$ cat src/rtl/fifo_drain.sv
// fifo_drain: pulls words from a FIFO with 1-cycle read latency into a 2-entry output buffer
// and presents them on a valid/ready port. Define FIFO_DRAIN_COUNT_EN to add word_count.
module fifo_drain #(
    parameter int WIDTH = 8
) (
    input  logic             clk,
    input  logic             reset,
    input  logic             fifo_empty,
    output logic             fifo_read_en,
    input  logic [WIDTH-1:0] fifo_read_data,
    input  logic             flush,
    output logic             m_valid,
    input  logic             m_ready,
    output logic [WIDTH-1:0] m_data,
    output logic             busy
`ifdef FIFO_DRAIN_COUNT_EN
    ,
    output logic [15:0]      word_count
`endif
);

    typedef enum logic [1:0] {
        IDLE   = 2'd0,
        STREAM = 2'd1,
        FLUSH  = 2'd2
    } state_t;

    state_t           state_q, state_d;
    logic [1:0]       occ_q, occ_d;
    logic [1:0]       inflight_q, inflight_d;
    logic [WIDTH-1:0] buf0_q, buf0_d;
    logic [WIDTH-1:0] buf1_q, buf1_d;
    logic             pop;
    logic             capture;
    logic [2:0]       committed;

    assign m_valid   = (state_q != FLUSH) && (occ_q != 2'd0);
    assign m_data    = buf0_q;
    assign pop       = m_valid && m_ready;
    // Words returning while in FLUSH are dropped on the floor.
    assign capture   = (inflight_q != 2'd0) && (state_q != FLUSH);
    assign committed = {1'b0, occ_q} + {1'b0, inflight_q} - {2'b00, pop};

    always_ff @(posedge clk) begin
        if (reset) begin
            state_q <= IDLE;
        end else begin
            state_q <= state_d;
        end
    end

    always_comb begin
        state_d = state_q;
        if (flush && (state_q != FLUSH)) begin
            state_d = FLUSH;
        end else begin
            case (state_q)
                IDLE:    if (!fifo_empty) state_d = STREAM;
                STREAM:  if ((occ_q == 2'd0) && (inflight_q == 2'd0) && fifo_empty) state_d = IDLE;
                FLUSH:   if (fifo_empty && (inflight_q == 2'd0)) state_d = IDLE;
                default: state_d = IDLE;
            endcase
        end
    end

    always_comb begin
        fifo_read_en = 1'b0;
        busy         = (state_q != IDLE);
        if (!reset) begin
            if (state_q == FLUSH) begin
                fifo_read_en = !fifo_empty;
            end else begin
                fifo_read_en = !fifo_empty && (committed < 3'd2);
            end
        end
    end

    // With a fixed 1-cycle read latency, whatever is requested now is the only word in flight next.
    assign inflight_d = {1'b0, fifo_read_en};

    always_comb begin
        occ_d  = occ_q;
        buf0_d = buf0_q;
        buf1_d = buf1_q;
        if (flush) begin
            occ_d = 2'd0;
        end else begin
            case ({capture, pop})
                2'b10: begin
                    if (occ_q == 2'd0) buf0_d = fifo_read_data;
                    else               buf1_d = fifo_read_data;
                    occ_d = occ_q + 2'd1;
                end
                2'b01: begin
                    buf0_d = buf1_q;
                    occ_d  = occ_q - 2'd1;
                end
                2'b11: begin
                    if (occ_q == 2'd1) begin
                        buf0_d = fifo_read_data;
                    end else begin
                        buf0_d = buf1_q;
                        buf1_d = fifo_read_data;
                    end
                end
                default: ;
            endcase
        end
    end

    always_ff @(posedge clk) begin
        if (reset) begin
            occ_q      <= 2'd0;
            inflight_q <= 2'd0;
            buf0_q     <= '0;
        end else begin
            occ_q      <= occ_d;
            inflight_q <= inflight_d;
            buf0_q     <= buf0_d;
        end
    end

    always_ff @(posedge clk) begin
        buf1_q <= buf1_d;
    end

`ifdef FIFO_DRAIN_COUNT_EN
    logic [15:0] word_count_q;

    always_ff @(posedge clk) begin
        if (reset) begin
            word_count_q <= 16'd0;
        end else if (pop) begin
            word_count_q <= word_count_q + 16'd1;
        end
    end

    assign word_count = word_count_q;
`endif

endmodule
$ cat config.mk
export PLATFORM = sky130hd
export DESIGN_NAME = fifo_drain
export DESIGN_NICKNAME = d
export VERILOG_FILES = /design/src/rtl/fifo_drain.sv
export SDC_FILE = /design/constraint.sdc
export NUM_CORES = 1
export LEC_CHECK = 0
export ABC_AREA = 1
export CAP_MARGIN = 20
export CORE_MARGIN = 3
export CORE_UTILIZATION = 49
export DETAILED_ROUTE_END_ITERATION = 10
export PLACE_DENSITY = 0.75
export SYNTH_ARGS = -nofsm -noshare
export SYNTH_HDL_FRONTEND = slang
export SYNTH_SLANG_ARGS = --single-unit
export TNS_END_PERCENT = 100
$ cat constraint.sdc
create_clock -name clk -period 4.15 [get_ports clk]
set_clock_uncertainty 0.2 [all_clocks]
set_input_delay 0.83 -clock clk [delete_from_list [all_inputs] [get_ports clk]]
set_output_delay 0.83 -clock clk [all_outputs]
set_load 0.01 [all_outputs]
# Yosys cells after proc, flatten, opt, wreduce, memory -nomap -nowiden
# Index checks and enable logic that the tools add are counted.
[word_totals]
ff_bits = 22
input_bits = 13
wordCells = 67
out_inout_bits = 11
[op_classes]
n_eq_ne = 16
add_sub_neg = 4
n_bitwise = 1
n_reduce_logical = 24
muxes = 14
order_cmp = 1
[ops]
columns = ["cell", "count"]
rows = [
  ["$mux 8", 4],
  ["$pmux 8 s3", 1],
  ["$pmux 8 s2", 1],
  ["$ne 2x2->1 const B", 7],
  ["$reduce_bool 2->1", 5],
  ["$ne 3x3->1 const B", 3],
  ["$reduce_and 3->1", 3],
  ["$logic_and 1x1->1", 8],
  ["$mux 2", 4],
  ["$eq 2x1->1 const B", 3],
  ["$eq 2x2->1 const B", 3],
  ["$logic_not 2->1", 3],
  ["$pmux 2 s3", 1],
  ["$pmux 2 s2", 1],
  ["$reduce_and 4->1", 1],
  ["$reduce_or 2->1", 2],
  ["$add 2x2->3", 1],
  ["$lt 3x2->1 const B", 1],
  ["$reduce_bool 3->1", 1],
  ["$sub 3x1->3", 1],
  ["$add 2x1->2 const B", 1],
  ["$mux 1", 2],
  ["$sub 2x1->2 const B", 1],
  ["$logic_not 1->1", 1],
  ["$not 1->1", 1],
]

# Depth between registers and ports, before layout
# Gate-level depths: netlist (run 1).
[logic_depth]
word_depth = 8
depth_mapped = 13
depth_no_buf = 13

# Worst setup path after synthesis (run 1)
# OpenSTA, ideal clock, no wires.
[synth_timing]
kind = "reg-to-output"
from = "register occ_q[1]"
to = "output port fifo_read_en"
setup_slack_ps = 634
t_required_ps = 3120
n_path_buf = 0
stages_incl_launch_ff = 13
t_arrival_ps = 2486
path_cell_list = "dfxtp_1 -> inv_1 -> ha_1 -> a21oi_2 -> nand2_1 -> inv_1 -> ha_1 -> or2_2 -> fa_1 -> nand2_1 -> o21ai_0 -> nand2_1 -> nor2_1"
[synth_between]
elab_chain_cells = 8
word_cells_on_any_way = 9
cone_classes = "add/sub: 2; order compare: 1; mux: 2; reduce/logical: 4"
[synth_lines]
columns = ["element", "line", "rtl"]
rows = [
  ["start: declaration", "29", "logic [1:0] occ_q, occ_d;"],
  ["start signal: assignment", "113", "occ_q <= 2'd0;"],
  ["start signal: assignment", "117", "occ_q <= occ_d;"],
  ["$reduce_bool 2->1", "37", "assign m_valid = (state_q != FLUSH) && (occ_q != 2'd0);"],
  ["$logic_and 1x1->1", "37", ""],
  ["via m_valid", "12", "output logic m_valid,"],
  ["$logic_and 1x1->1", "39", "assign pop = m_valid && m_ready;"],
  ["$sub 3x1->3", "42", "assign committed = {1'b0, occ_q} + {1'b0, inflight_q} - {2'b00, pop};"],
  ["$lt 3x2->1", "73", "fifo_read_en = !fifo_empty && (committed < 3'd2);"],
  ["$logic_and 1x1->1", "73", ""],
  ["$mux 1", "70", "if (state_q == FLUSH) begin"],
  ["$mux 1", "69", "if (!reset) begin"],
  ["end: declaration", "9", "output logic fifo_read_en,"],
]
# The timed path passes the listed nets, and every way through them passes these cells.

# Worst setup path in the final report (run 1)
[layout_timing]
from = "input port m_ready"
to = "output port fifo_read_en"
[layout_between]
elab_chain_cells = 6
[layout_lines]
columns = ["element", "line", "rtl"]
rows = [
  ["start: declaration", "13", "input logic m_ready,"],
  ["$logic_and 1x1->1", "39", ""],
  ["$sub 3x1->3", "42", ""],
  ["$lt 3x2->1", "73", ""],
  ["$logic_and 1x1->1", "73", ""],
  ["$mux 1", "70", ""],
  ["$mux 1", "69", ""],
]
# Every way passes these cells.

==> impl_metrics.csv, run 1 <==
group,metric,value,unit
critical_path,startpoint_type,"input pin",
die,die_w,53.4,µm
clock_tree,cts.sinks,21,
route,wire_per_inst,11.8,µm
global_route,grt-ovfl-total,0,
global_route,grt_pass1_vias,939,
place,portBuffers,23,
clock_tree,cts_buffers,3,
route,dr.first_iter.drc_count,29,
final_layout,final_util,0.689,
timing,holdWs,0.293,ns
critical_path,cp.arrival,2.96,ns
yosys,muxShareOfSynthArea,0,
critical_path,critPathMaxFanout,2,
final_layout,layout_common_cells,"30 x nor2_1, 28 x nand2_1, 23 x inv_1",
clock_tree,clock_latency,0.31,ns
global_route,grt_pass1_wl,3.99,mm
yosys,netlist_area,1100,µm²
final_layout,areaGrowthSynthToFinish,28.1,%
power_and_ir_drop,p_total,428,µW
final_layout,final_common_cell,"nor2_1",
critical_path,path_class,"input pin to output port",
timing,setup_tns,0,ns
place,placed_cell_area,1390,µm²
clock_tree,cts_tree,"built",
yosys,synthSimpleGateAreaFrac,0.239,
yosys,synthAdderAreaFrac,0.0979,
clock_tree,clkTransAtPathRegs,0.11,ns
yosys,synthXorXnorAreaFrac,0.00797,
power_and_ir_drop,p_per_area,304,nW/µm²
die,die_area,2850,µm²
place,detailed_place_hpwl,1.71,mm
timing,period_minus_slack,3.99,ns
run_status,status,"finished clean",
global_route,grt_max_degree,17,
yosys,ys.warnings.count,0,
yosys,synth-main-ff-cell,"dfxtp_1",
route,via_per_inst,4.90,
clock_tree,cts_root_buffer,"clkbuf_4",
timing,period_share,0.961,
yosys,synth_fp_nets,160,
yosys,async_reset_ff_frac,0,
power_and_ir_drop,peakVddDrop,196,µV
timing,slew_viol_final,0,
timing,setup_violations,0,
yosys,yosysSeqAreaShare,0.456,
final_layout,diodes,0,
die,core,2040,µm²
yosys,synthDistinctLibCells,22,
die,top_level_ports,24,
yosys,synth_compound_area_frac,0.107,
yosys,syn_avg_cell_area,7.90,µm²
clock_tree,max-clock-path-buffers,2,
timing,fmax,251,MHz
route,via_count,960,
timing,rsz0062_at_grt,"no",
yosys,ys_ff_latch,21,
critical_path,cp.required,3.12,ns
clock_tree,h-tree-depth,1,
critical_path,critPathCaptureType,"output port",
die,rows,16,
final_layout,drive_gt1_frac,0.101,
power_and_ir_drop,p_leak,0.681,nW
route,routed_wl,2.32,mm
timing,hold_viol,0,
route,ant_nets,0,
timing,tightest_slew,0.343,ns
route,first_pass_iters,4,
final_layout,fin_nets,191,
min_path,worstHoldPathType,"flop to flop",
place,globalplace.congestion,0.878,
yosys,synth_top_family_by_area,"simple AND/OR/NAND/NOR gates",
timing,relSlewSlack,0.771,
yosys,synth_edf_count,8,
job,drv_cap,0,
global_route,antenna_found_initial,0,
yosys,synthCells,139,
route,drc,0,
final_layout,finalInstanceArea,1410,µm²
global_route,gr-usage-all-layers,0.195,
die,start_util,0.538,
die,die_h,53.4,µm
## worst max-delay path: stages
cell and delay, ns:
clkdlybuf4s50_1 0.48, nand2_1 0.07, inv_1 0.08, ha_1 0.22, or2_2 0.30, fa_1 0.48
nand2_1 0.05, o21ai_0 0.13, nand2_1 0.08, nor2_1 0.09, buf_2 0.13
## power breakdown
part,internal (mW),switching (mW),leakage [nW]
sequential,0.227,0.00647,0.179
clock,0.0361,0.0644,0.0177
combinational,0.0453,0.0491,0.485
total,0.308,0.120,0.681
## kinds of logic after synthesis
| family | count (synthesis) |
|---|---|
| xor+xnor | 1 |
| flops | 21 |
| simple gates | 63 |
| compound gates | 20 |
| fa+ha+maj | 8 |
| buf+inv | 26 |
## what timing repair did
action	4_1_cts	5_1_grt
gates resized for setup	1	3
setup endpoints to repair	1	1
hold buffers	0	0
setup buffers	0	0
## through the flow
| stage | worst slack [ns] | cells |
|---|---|---|
| final | 0.162 | 196 |
| after global routing | 0.00255 | 196 |
| after CTS | 0.0104 | 196 |
| after detailed placement | -0.242 | 192 |
| after global placement | -0.203 | 192 |
| after floorplan | 0.634 | 139 |
## sequential cells by signal (all words and copies together), names as in the netlist
signal      cells
buf1_q          8
m_data          8
inflight_q      1
state_q         2
occ_q           2
## per-layer routing
metal  up-vias  part of all wire  global-route usage
met5         -                 0                   0
met4         0             0.016              0.0894
met3         5             0.043              0.0338
met2        19              0.47               0.320
met1       444              0.47               0.245
li1        492                 -                   -
## path summary, 6_finish.rpt
kind / cells after the start / start / end / slack [ns]
hold / removal: 2 / occ_q[0]$_SDFFE_PP0P_ / occ_q[0]$_SDFFE_PP0P_ / 0.29
hold reg to reg: 2 / occ_q[0]$_SDFFE_PP0P_ / occ_q[0]$_SDFFE_PP0P_ / 0.29
setup / recovery: 11 / m_ready / fifo_read_en / 0.16
setup reg to reg: 12 / occ_q[1]$_SDFFE_PP0P_ / inflight_q[0]$_SDFF_PP0_ / 1.50
## Yosys cell counts, types with 2 or more instances
cell | instances | share of area
nor2_1 | 30 | 0.10
inv_1 | 23 | 0.079
dfxtp_1 | 13 | 0.24
ha_1 | 7 | 0.080
o21ai_0 | 12 | 0.055
nand2_1 | 28 | 0.096
a21oi_1 | 3 | 0.014
edfxtp_1 | 8 | 0.22
inv_2 | 2 | 0.0068
## area by class of cell
cell class	instances	area, µm²
sequential	21	500
clock buffer	3	22.5
clock inverter	1	5.00
timing repair buffer	27	255
fill	176	634
tap	27	33.8
multi-input combinational	92	497
inverter	25	93.8
Note: power is estimated with default switching activity, not from simulation.
==> inputs of run 2 (changes only) <==
--- a/config.mk
+++ b/config.mk
@@ -11,6 +11,7 @@
 export CORE_UTILIZATION = 49
 export DETAILED_ROUTE_END_ITERATION = 10
 export PLACE_DENSITY = 0.75
+export SLEW_MARGIN = 10
 export SYNTH_ARGS = -nofsm -noshare
 export SYNTH_HDL_FRONTEND = slang
 export SYNTH_SLANG_ARGS = --single-unit
==> constraint.sdc (replaced) <==
create_clock -name clk -period 4.32 [get_ports clk]
set_clock_uncertainty 0.2 [all_clocks]
set_input_delay 0.864 -clock clk [delete_from_list [all_inputs] [get_ports clk]]
set_output_delay 0.864 -clock clk [all_outputs]
set_load 0.01 [all_outputs]
==> run 2 against run 1 <==
- combinational power down 5.2%
- clock power down 6%
- sequential share of layout area up 0.19 points
- global-route usage down 0.85 points
- worst setup slack better by 0.096 ns
- sequential power down 4%
- cell count down 0.51%
- total power down 4.9%
- die area unchanged
- worst hold slack better by 0.0035 ns
- routed wire length down 3.7%
- critical path type unchanged
- largest cell class unchanged
- highest routed layer is now met3
==> impl_metrics.csv, run 2 (synthesis results as in run 1) <==
group,metric,value,unit
critical_path,cp_slowest_cell,"clkdlybuf4s50_1",
die,die_w,53.4,µm
power_and_ir_drop,p_leak,0.676,nW
final_layout,diodes,0,
critical_path,path_class,"input pin to output port",
clock_tree,cts_buffers,3,
run_status,status,"finished clean",
timing,period_minus_slack,4.06,ns
die,rows,16,
clock_tree,clkTransAtPathRegs,0.12,ns
place,globalplace.congestion,0.854,
critical_path,slowest_delay,0.48,ns
clock_tree,h-tree-depth,1,
timing,slew_viol_final,0,
final_layout,n_fill_cell,181,
route,via_per_inst,4.89,
timing,holdWs,0.297,ns
timing,setup_tns,0,ns
power_and_ir_drop,p_per_area,291,nW/µm²
min_path,hold_depth,2,
route,routed_wl,2.24,mm
final_layout,final_util,0.686,
place,portBuffers,23,
critical_path,startpoint_type,"input pin",
critical_path,critPathMostFrequentCell,"nand2_1",
route,via_count,953,
global_route,grt_max_degree,17,
global_route,grt_pass1_wl,3.85,mm
critical_path,critPathCaptureType,"output port",
final_layout,drive_gt1_frac,0.0952,
critical_path,critPathTopFamily,"buffers and inverters",
job,drv_cap,0,
die,die_area,2850,µm²
die,core,2040,µm²
timing,fmax,246,MHz
final_layout,final_cells,195,
route,first_pass_iters,4,
timing,setup_violations,0,
critical_path,critPathMaxFanout,2,
global_route,grt-ovfl-total,0,
final_layout,fin_nets,190,
route,ant_nets,0,
final_layout,layout_common_cells,"30 x nor2_1, 28 x nand2_1, 23 x inv_1",
clock_tree,max-clock-path-buffers,2,
die,start_util,0.538,
clock_tree,clock_latency,0.30,ns
final_layout,final_common_cell,"nor2_1",
global_route,gr-usage-all-layers,0.187,
timing,tightest_slew,0.356,ns
route,dr.first_iter.drc_count,11,
place,detailed_place_hpwl,1.68,mm
global_route,grt_pass1_vias,931,
timing,period_share,0.940,
final_layout,areaGrowthSynthToFinish,27.4,%
clock_tree,cts_tree,"built",
timing,hold_viol,0,
critical_path,cp.arrival,3.00,ns
route,wire_per_inst,11.5,µm
critical_path,cp.required,3.26,ns
global_route,antenna_found_initial,0,
critical_path,crit_buf_inv,3,
timing,rsz0062_at_grt,"no",
clock_tree,cts.sinks,21,
min_path,worstHoldPathType,"flop to flop",
place,dp.cells,191,
critical_path,worst-path-stages,11,
timing,relSlewSlack,0.762,
clock_tree,cts_root_buffer,"clkbuf_4",
route,drc,0,
power_and_ir_drop,p_total,407,µW
die,top_level_ports,24,
die,die_h,53.4,µm
critical_path,ff2ff_path_depth,12,
critical_path,crit_chain,"clkdlybuf4s50_1 -> nand2_1 -> inv_1 -> ha_1 -> or2_2 -> fa_1 -> nand2_1 -> o21ai_0 -> nand2_1 -> nor2_1 -> clkbuf_2",
power_and_ir_drop,peakVddDrop,231,µV
run 2: changes by cell type in the layout (fill, tap and decap cells not counted):
| cell | change |
|---|---|
| buf_4 | -1 |
| buf_2 | -1 |
| clkbuf_2 | +1 |
run 2: power breakdown:
group          leakage (nW)  switching, mW  internal [mW]
registers             0.179        0.00593          0.218
logic                 0.479         0.0469         0.0425
clock network        0.0177         0.0595         0.0344
total                 0.676          0.112          0.295
run 2: final cells by class:
| class | count | area (µm²) | area share |
|---|---|---|---|
| Sequential cell | 21 | 500 | 0.357 |
| Multi-Input combinational cell | 92 | 497 | 0.355 |
| Timing Repair Buffer | 26 | 248 | 0.177 |
| Inverter | 25 | 93.8 | 0.0670 |
| Tap cell | 27 | 33.8 | 0.0241 |
| Clock buffer | 3 | 22.5 | 0.0161 |
| Clock inverter | 1 | 5.00 | 0.00357 |
run 2: per-stage QoR:
stage / setup WS [ns] / instance area (µm²)
2_1_floorplan: 0.770 / 1100
3_3_place_gp: -0.105 / 1380
3_5_place_dp: -0.141 / 1380
4_1_cts: 0.120 / 1400
5_1_grt: 0.111 / 1400
6_report: 0.258 / 1400
run 2: repair_timing:
item | in CTS | in global routing
buffers inserted | 0 | 0
hold buffers | 0 | 0
endpoints found under the setup margin | 1 | 1
pin swaps | 0 | 0
resized for setup | 1 | 2
endpoints found under the hold margin | 0 | 0
run 2: tightest hold or removal path: stages (launching register included):
cell and delay (ns):
dfxtp_1 0.35, nand2_1 0.07, a21oi_1 0.05
run 2: layer usage:
metal	GRT usage	wire length [µm]
met1	0.234	1040
met3	0.0254	128
met5	0	0
met2	0.324	1060
met4	0.0596	0
run 2: worst paths after layout:
kind	startpoint	end	slack (ns)
worst max register to register	occ_q[1]$_SDFFE_PP0P_	inflight_q[0]$_SDFF_PP0_	1.59
worst min register to register	occ_q[0]$_SDFFE_PP0P_	occ_q[0]$_SDFFE_PP0P_	0.30
worst max-delay path	m_ready	fifo_read_en	0.26
worst min-delay path	occ_q[0]$_SDFFE_PP0P_	occ_q[0]$_SDFFE_PP0P_	0.30
